[config.mk]
export PLATFORM = sky130hd
export DESIGN_NAME = serial_adder
export DESIGN_NICKNAME = d
export VERILOG_FILES = /design/src/rtl/serial_adder_pkg.sv /design/src/rtl/full_adder.sv /design/src/rtl/serial_adder.sv
export SDC_FILE = /design/constraint.sdc
export NUM_CORES = 1
export LEC_CHECK = 0
export CORE_ASPECT_RATIO = 1.4
export CORE_MARGIN = 3
export CORE_UTILIZATION = 30
export DETAILED_ROUTE_END_ITERATION = 8
export SYNTH_ARGS = -nofsm -noshare
export SYNTH_HDL_FRONTEND = slang
export SYNTH_SLANG_ARGS = --single-unit
[constraint.sdc]
create_clock -name clk -period 1.24 [get_ports clk]
set_input_delay 0.248 -clock clk [delete_from_list [all_inputs] [get_ports clk]]
set_output_delay 0.248 -clock clk [all_outputs]
set_load 0.005 [all_outputs]
[src/rtl/serial_adder_pkg.sv]
// Shared definitions for the bit-serial adder: state encoding and counter sizing.
package serial_adder_pkg;

    localparam int STATE_W = 2;

    typedef enum logic [STATE_W-1:0] {
        IDLE = 2'd0,
        RUN  = 2'd1,
        DONE = 2'd2
    } state_t;

    // Wide enough to hold the value n, so a count up to n never wraps.
    function automatic int counter_width(input int n);
        return (n < 1) ? 1 : $clog2(n + 1);
    endfunction

endpackage

[src/rtl/full_adder.sv]
// Single-bit full adder used as the serial adder's bit-slice datapath.
module full_adder (
    input  logic A,
    input  logic B,
    input  logic Cin,
    output logic S,
    output logic Cout
);

    assign S    = A ^ B ^ Cin;
    assign Cout = (A & B) | (Cin & (A ^ B));

endmodule

[src/rtl/serial_adder.sv]
// Bit-serial N-bit adder: one bit per clock, LSB first, through a single full adder.
// Define SERIAL_ADDER_OVERFLOW_EN to add the signed-overflow output V.
module serial_adder
    import serial_adder_pkg::*;
#(
    parameter int N = 8
) (
    input  logic         clk,
    input  logic         rst,
    input  logic         start,
    input  logic [N-1:0] A,
    input  logic [N-1:0] B,
    input  logic         Cin,
    output logic         busy,
    output logic         done,
    output logic [N-1:0] S,
    output logic         Cout
`ifdef SERIAL_ADDER_OVERFLOW_EN
    ,
    output logic         V
`endif
);

    localparam int CW = counter_width(N);
    localparam logic [CW-1:0] LAST = CW'(N - 1);

    state_t        state;
    logic [N-1:0]  a_reg;
    logic [N-1:0]  b_reg;
    logic          carry;
    logic [CW-1:0] count;
    logic          fa_sum;
    logic          fa_cout;
    logic [N-1:0]  s_next;

    full_adder u_full_adder (
        .A    (a_reg[0]),
        .B    (b_reg[0]),
        .Cin  (carry),
        .S    (fa_sum),
        .Cout (fa_cout)
    );

    // The new sum bit enters at the MSB, so after N shifts bit 0 sits at S[0].
    always_comb begin
        s_next        = S >> 1;
        s_next[N-1]   = fa_sum;
    end

    always_ff @(posedge clk) begin
        if (rst) begin
            state <= IDLE;
            busy  <= 1'b0;
            done  <= 1'b0;
            S     <= '0;
            Cout  <= 1'b0;
            carry <= 1'b0;
            count <= '0;
            a_reg <= '0;
            b_reg <= '0;
`ifdef SERIAL_ADDER_OVERFLOW_EN
            V     <= 1'b0;
`endif
        end else begin
            done <= 1'b0;
            case (state)
                IDLE, DONE: begin
                    if (start) begin
                        a_reg <= A;
                        b_reg <= B;
                        carry <= Cin;
                        count <= '0;
                        busy  <= 1'b1;
                        state <= RUN;
                    end else begin
                        state <= IDLE;
                    end
                end
                RUN: begin
                    a_reg <= a_reg >> 1;
                    b_reg <= b_reg >> 1;
                    carry <= fa_cout;
                    S     <= s_next;
                    count <= count + CW'(1);
                    // Last bit: the carry flop still holds the carry into the MSB.
                    if (count == LAST) begin
                        state <= DONE;
                        busy  <= 1'b0;
                        done  <= 1'b1;
                        Cout  <= fa_cout;
`ifdef SERIAL_ADDER_OVERFLOW_EN
                        V     <= carry ^ fa_cout;
`endif
                    end
                end
                default: begin
                    state <= IDLE;
                    busy  <= 1'b0;
                end
            endcase
        end
    end

endmodule

* Word level (Yosys, flattened, before mapping)
Cells that the tools add are included.
Storage, ports and cells: register bits after elaboration 34, input bits 20
Operators by class: add/sub/neg operators 1, equality and inequality tests 5, mux-type cells 15, bitwise gates (word level) 6, reductions and logical operators 7
Operators with widths (count):
- 8-bit case mux with 2 select lines | 2
- 8-bit 2-to-1 mux | 2
- 4-bit case mux with 2 select lines | 1
- 2-bit AND reduction | 3
- 1-bit 2-to-1 mux | 5
- 4-bit by 1-bit adder with 4-bit output (second input constant) | 1
- 4-bit by 3-bit equality test with 1-bit output (second input constant) | 1
- 4-bit 2-to-1 mux | 1
- 2-bit inequality test (second input constant) | 2
- 1-bit case mux with 2 select lines | 2
- 2-bit case mux with 2 select lines | 1
- 2-bit OR reduction | 2
- 1-bit bitwise AND | 2
- 2-bit by 1-bit equality test with 1-bit output (second input constant) | 1
- 2-bit equality test (second input constant) | 1
- 2-bit logical NOT | 1
- 2-bit 2-to-1 mux | 1
- 2-bit nonzero test | 1
- 1-bit bitwise XOR | 2
- 1-bit inverter | 1
- 1-bit OR | 1

* Logic depth before layout (Yosys ltp)
Gate-level depths: netlist (run 1).
depth after elaboration 4, gate-level depth with buffers 5, depth with buffers taken out 4

* Modules after synthesis
From an unflattened synthesis (run 1), not the netlist that was laid out.
Second synthesis, totals: cells, all modules 154, area total of the unflattened synthesis 1345.0 µm²
Modules (own cells, without submodules):
- serial_adder | instances 1, cells an instance 153, area each 1325.0 µm², seq. area each 680.7 µm²
- full_adder | instances 1, cells an instance 1, area each 20.0 µm², seq. area each 0.0 µm²

* Worst setup path after synthesis (run 1)
No wires, ideal clock.
kind reg-to-reg, from register count[0], to register Cout, setup time 0.070 ns, arrival 1.076 ns, data required time 1.170 ns, path slack 0.093 ns, cell stages (with the launch flop) 5, period minus slack after synthesis 1.147 ns, cell sequence dfxtp_1 > ha_1 > nand3b_1 > or3_1 > a21oi_1
On the way: longest elaborated chain between the ends 2
RTL lines:
- start: declaration | RTL line serial_adder.sv:31 | logic [CW-1:0] count;
- start signal: assignment | RTL line serial_adder.sv:84 | count <= count + CW'(1);
- 4-bit by 3-bit equality test with 1-bit output | RTL line serial_adder.sv:86 | if (count == LAST) begin
- 2-bit AND reduction (no line)
- end signal: assignment | RTL line serial_adder.sv:90 | Cout <= fa_cout;
- end: declaration | RTL line serial_adder.sv:17 | output logic Cout
No other way between the ends. A chain may end at the register's enable or synchronous reset.

* Worst setup path after layout (run 1)
from register count[1], to register Cout
The elaborated chain is that of the path after synthesis.

==> parameters.txt, run 1 <==
Parameter                              Value

Run status
  Status    completed

Synthesis
  Portion of synthesized cell area occupied by the leading cell type    50.6%
  Post-synth cell types    23
  Sequential area share after synthesis    50.6%
  Fraction of registers with async set or reset after synthesis    0%
  Synthesized area    0.00135 mm²
  Number of enable-type register cells in the synthesized netlist    0
  Cells after Synth    154
  Biggest area contributors in the synthesized netlist    dfxtp_1 51%, a21oi_1 11%, a22oi_1 8.4%
  Count of yosys warnings during synthesis    0
  Top_reg_cell synth    dfxtp_1
  Mean Syn Cell Area    8.73 µm²
  Cell type contributing the most total cell area after synthesis    dfxtp_1
  Post-synth net total    176
  Yosys reg bits    34

Critical path
  Cell with the largest stage delay on the worst path    or3_1
  Worst-case register-to-register setup slack    20 ps
  Arrival time at the worst endpoint    1440 ps
  Worst R2R Start    count[1]
  Cell-by-cell listing of the critical path    ha_4 -> nand3b_1 -> or3_1 -> a21oi_1
  Crit path largest cell delay    400 ps
  FF-to-FF End    Cout
  Category of the critical setup timing path    reg -> reg
  Nature of the critical path startpoint    register
  Depth of the most critical reg-to-reg path    4
  Required time at the endpoint of the critical path    1460 ps
  Critical path fanouts, max    3
  Setup crit end kind    register

Power
  VDD IR-drop max    0.000567 V
  Power Total    2.51 mW
  P_leak    0.737 nW
  PwrDens    1290 mW/mm²

STA
  Share of the clock period used by the worst path    98.1%
  Worst hold slack    453 ps
  Fmax    822 MHz
  Pins over their slew limit    0
  Post-route worst setup slack    23.3 ps
  Worst slew margin    83.1%
  Final hold violations    0
  Worst-Margin Slew    253 ps
  Setup repair after global routing missed its margin    yes
  Final setup violation count    0
  Fin crit period    1220 ps
  Setup_tns    0 ps
  Post-route clock skew    7.57 ps

Placement
  Worst slack after detailed placement    -363 ps
  Port bufs    30
  DP HPWL    2240 µm
  Gpl congestion    0.775

Drt
  Iteration-0 DRC count of the detailed router    58
  Length of routed met2 wiring    1720 µm
  Detailed-routing wirelength on met1    1330 µm
  Via/cell ratio    4.96
  Sum of met3 wire segment lengths after detailed routing    112 µm
  DRT Wirelength    3240 µm
  Number of nets with antenna violations after routing    0
  Highest Signal Layer    met4
  Number of vias in the routed layout    1,255
  Detailed-route wire length per cell    12.8 µm
  Post-detailed-route DRC marker count    0
  First-pass detailed-route iteration total    4

Min path
  Worst-case hold path end point    S[4]
  Depth of the worst hold-timing path    2
  Hold Crit Class    reg -> reg
  Hold Path Origin    S[5]

Final layout
  Count of inserted antenna diode cells    0
  Synth-to-layout area growth    44.3%
  Fraction of final layout cells with drive strength greater than 1    20.7%
  Final net count    214
  Commonest cells after routing, fill and taps aside    30 x a21oi_1, 23 x dfxtp_1, 19 x nand2_1, 19 x nand3_1, 19 x clkdlybuf4s50_1
  Most common library cell in the layout ignoring fill and taps    a21oi_1

Floorplanning
  Height of the die    85.2 µm
  Starting density of the core    31.5%
  Std-Cell Core Area    0.00427 mm²
  Floorplan die width    62.6 µm
  Num rows    28
  Die area    0.00533 mm²
  Top-Level Pins    31

Clock tree
  CTS max path bufs    2
  Cell at the root of the clock tree    clkbuf_8
  CTS tree    done
  CTS clk-pin slew, worst paths    70 ps
  Clock insertion delay at the later pin of the skew report    290 ps
  H-tree lvl count    2
  Clock sink count    34
  Buffer count from post-CTS setup fixing    0
  CTS hold repair buffers    0
  TritonCTS Buffers    5

GRT
  Via count of the first global-routing pass    1,308
  Final global-route overflow total    0
  Largest net degree at the start of global routing    22
  First-pass GRT wire length    5560 µm
  Global-route usage over all layers    13.1%
  Antenna violations before repair    0

Run
  Number of max-cap violations    0
power by group:
group | internal (mW) | total [mW] | switching (mW)
registers | 1.14 | 1.18 | 0.0348
logic | 0.165 | 0.325 | 0.160
clock network | 0.599 | 1.00 | 0.405
total | 1.91 | 2.51 | 0.600
per-layer routing:
layer	vias to the layer above	GRT usage [%]
met4	0	7.03
met1	597	13.5
met2	32	24.2
met3	6	3.31
li1	620	-
met5	-	0
Yosys cell counts, types with 2 or more instances:
master / count
a211oi_1: 2
a21oi_1: 30
a22oi_1: 15
buf_2: 4
buf_4: 3
clkbuf_1: 7
dfxtp_1: 34
mux2_1: 2
nand2_1: 19
nand2b_1: 4
nand3_1: 19
nor2_1: 3
nor3_1: 2
cells by family (layout without fill, tap and decap cells):
family	after synthesis	count (layout)	share of synthesized area (%)
compound gates	48	48	21.0
fa+ha+maj	2	2	2.42
buf+inv	15	54	5.40
flops	34	34	50.6
mux	2	2	1.67
simple gates	53	53	18.9
worst max path at each step:
| stage | from | endpoint | slack, ps | depth (start not counted) |
|---|---|---|---|---|
| 2_1_floorplan | count[0] | Cout | 90 | 4 |
| 3_3_place_gp | start | b_reg[0] | -300 | 5 |
| 3_5_place_dp | start | a_reg[4] | -360 | 5 |
| 4_1_cts | state[0] | count[2] | 10 | 3 |
| 5_1_grt | count[1] | Cout | -60 | 4 |
| 6_report | count[1] | Cout | 20 | 4 |
per-stage QoR:
| step | area (µm²) | std cells | utilization, % |
|---|---|---|---|
| floorplan | 1350 | 154 | - |
| global placement | 1780 | 245 | 41.6 |
| detailed placement | 1780 | 245 | 41.6 |
| CTS | 1890 | 253 | 44.1 |
| global route | 1940 | 253 | 45.4 |
| finish | 1940 | 253 | 45.4 |
timing repair:
item / CTS / global route
endpoints found under the setup margin: 29 / 25
resized for setup: 20 / 13
pin swaps: 0 / 3
cloned: 0 / 0
area by class of cell:
cell class                      instances  area (µm²)
Inverter                                1        3.75
Sequential cell                        34         697
Clock inverter                          2        37.5
Fill cell                             433        2330
Timing Repair Buffer                   45         415
Multi-Input combinational cell        105         639
Tap cell                               60        75.1
Clock buffer                            6        72.6
critical path: cells and delay by family, from the launching register on:
| family | cells | cell delay (ps) |
|---|---|---|
| adder cells (fa/ha/maj) | 1 | 150 |
| flip-flops | 1 | 360 |
| AO/OA/AOI/OAI | 1 | 130 |
| AND/OR/NAND/NOR | 2 | 520 |
No activity file was read; power rests on OpenSTA's default activity.
==> run 2, diff against run 1 <==
--- a/config.mk
+++ b/config.mk
@@ -9,6 +9,7 @@
 export CORE_MARGIN = 3
 export CORE_UTILIZATION = 30
 export DETAILED_ROUTE_END_ITERATION = 8
+export HOLD_SLACK_MARGIN = 0.06
 export SYNTH_ARGS = -nofsm -noshare
 export SYNTH_HDL_FRONTEND = slang
 export SYNTH_SLANG_ARGS = --single-unit
==> results of run 2 <==
Final layout, timing and power as in run 1 (identical DEF).
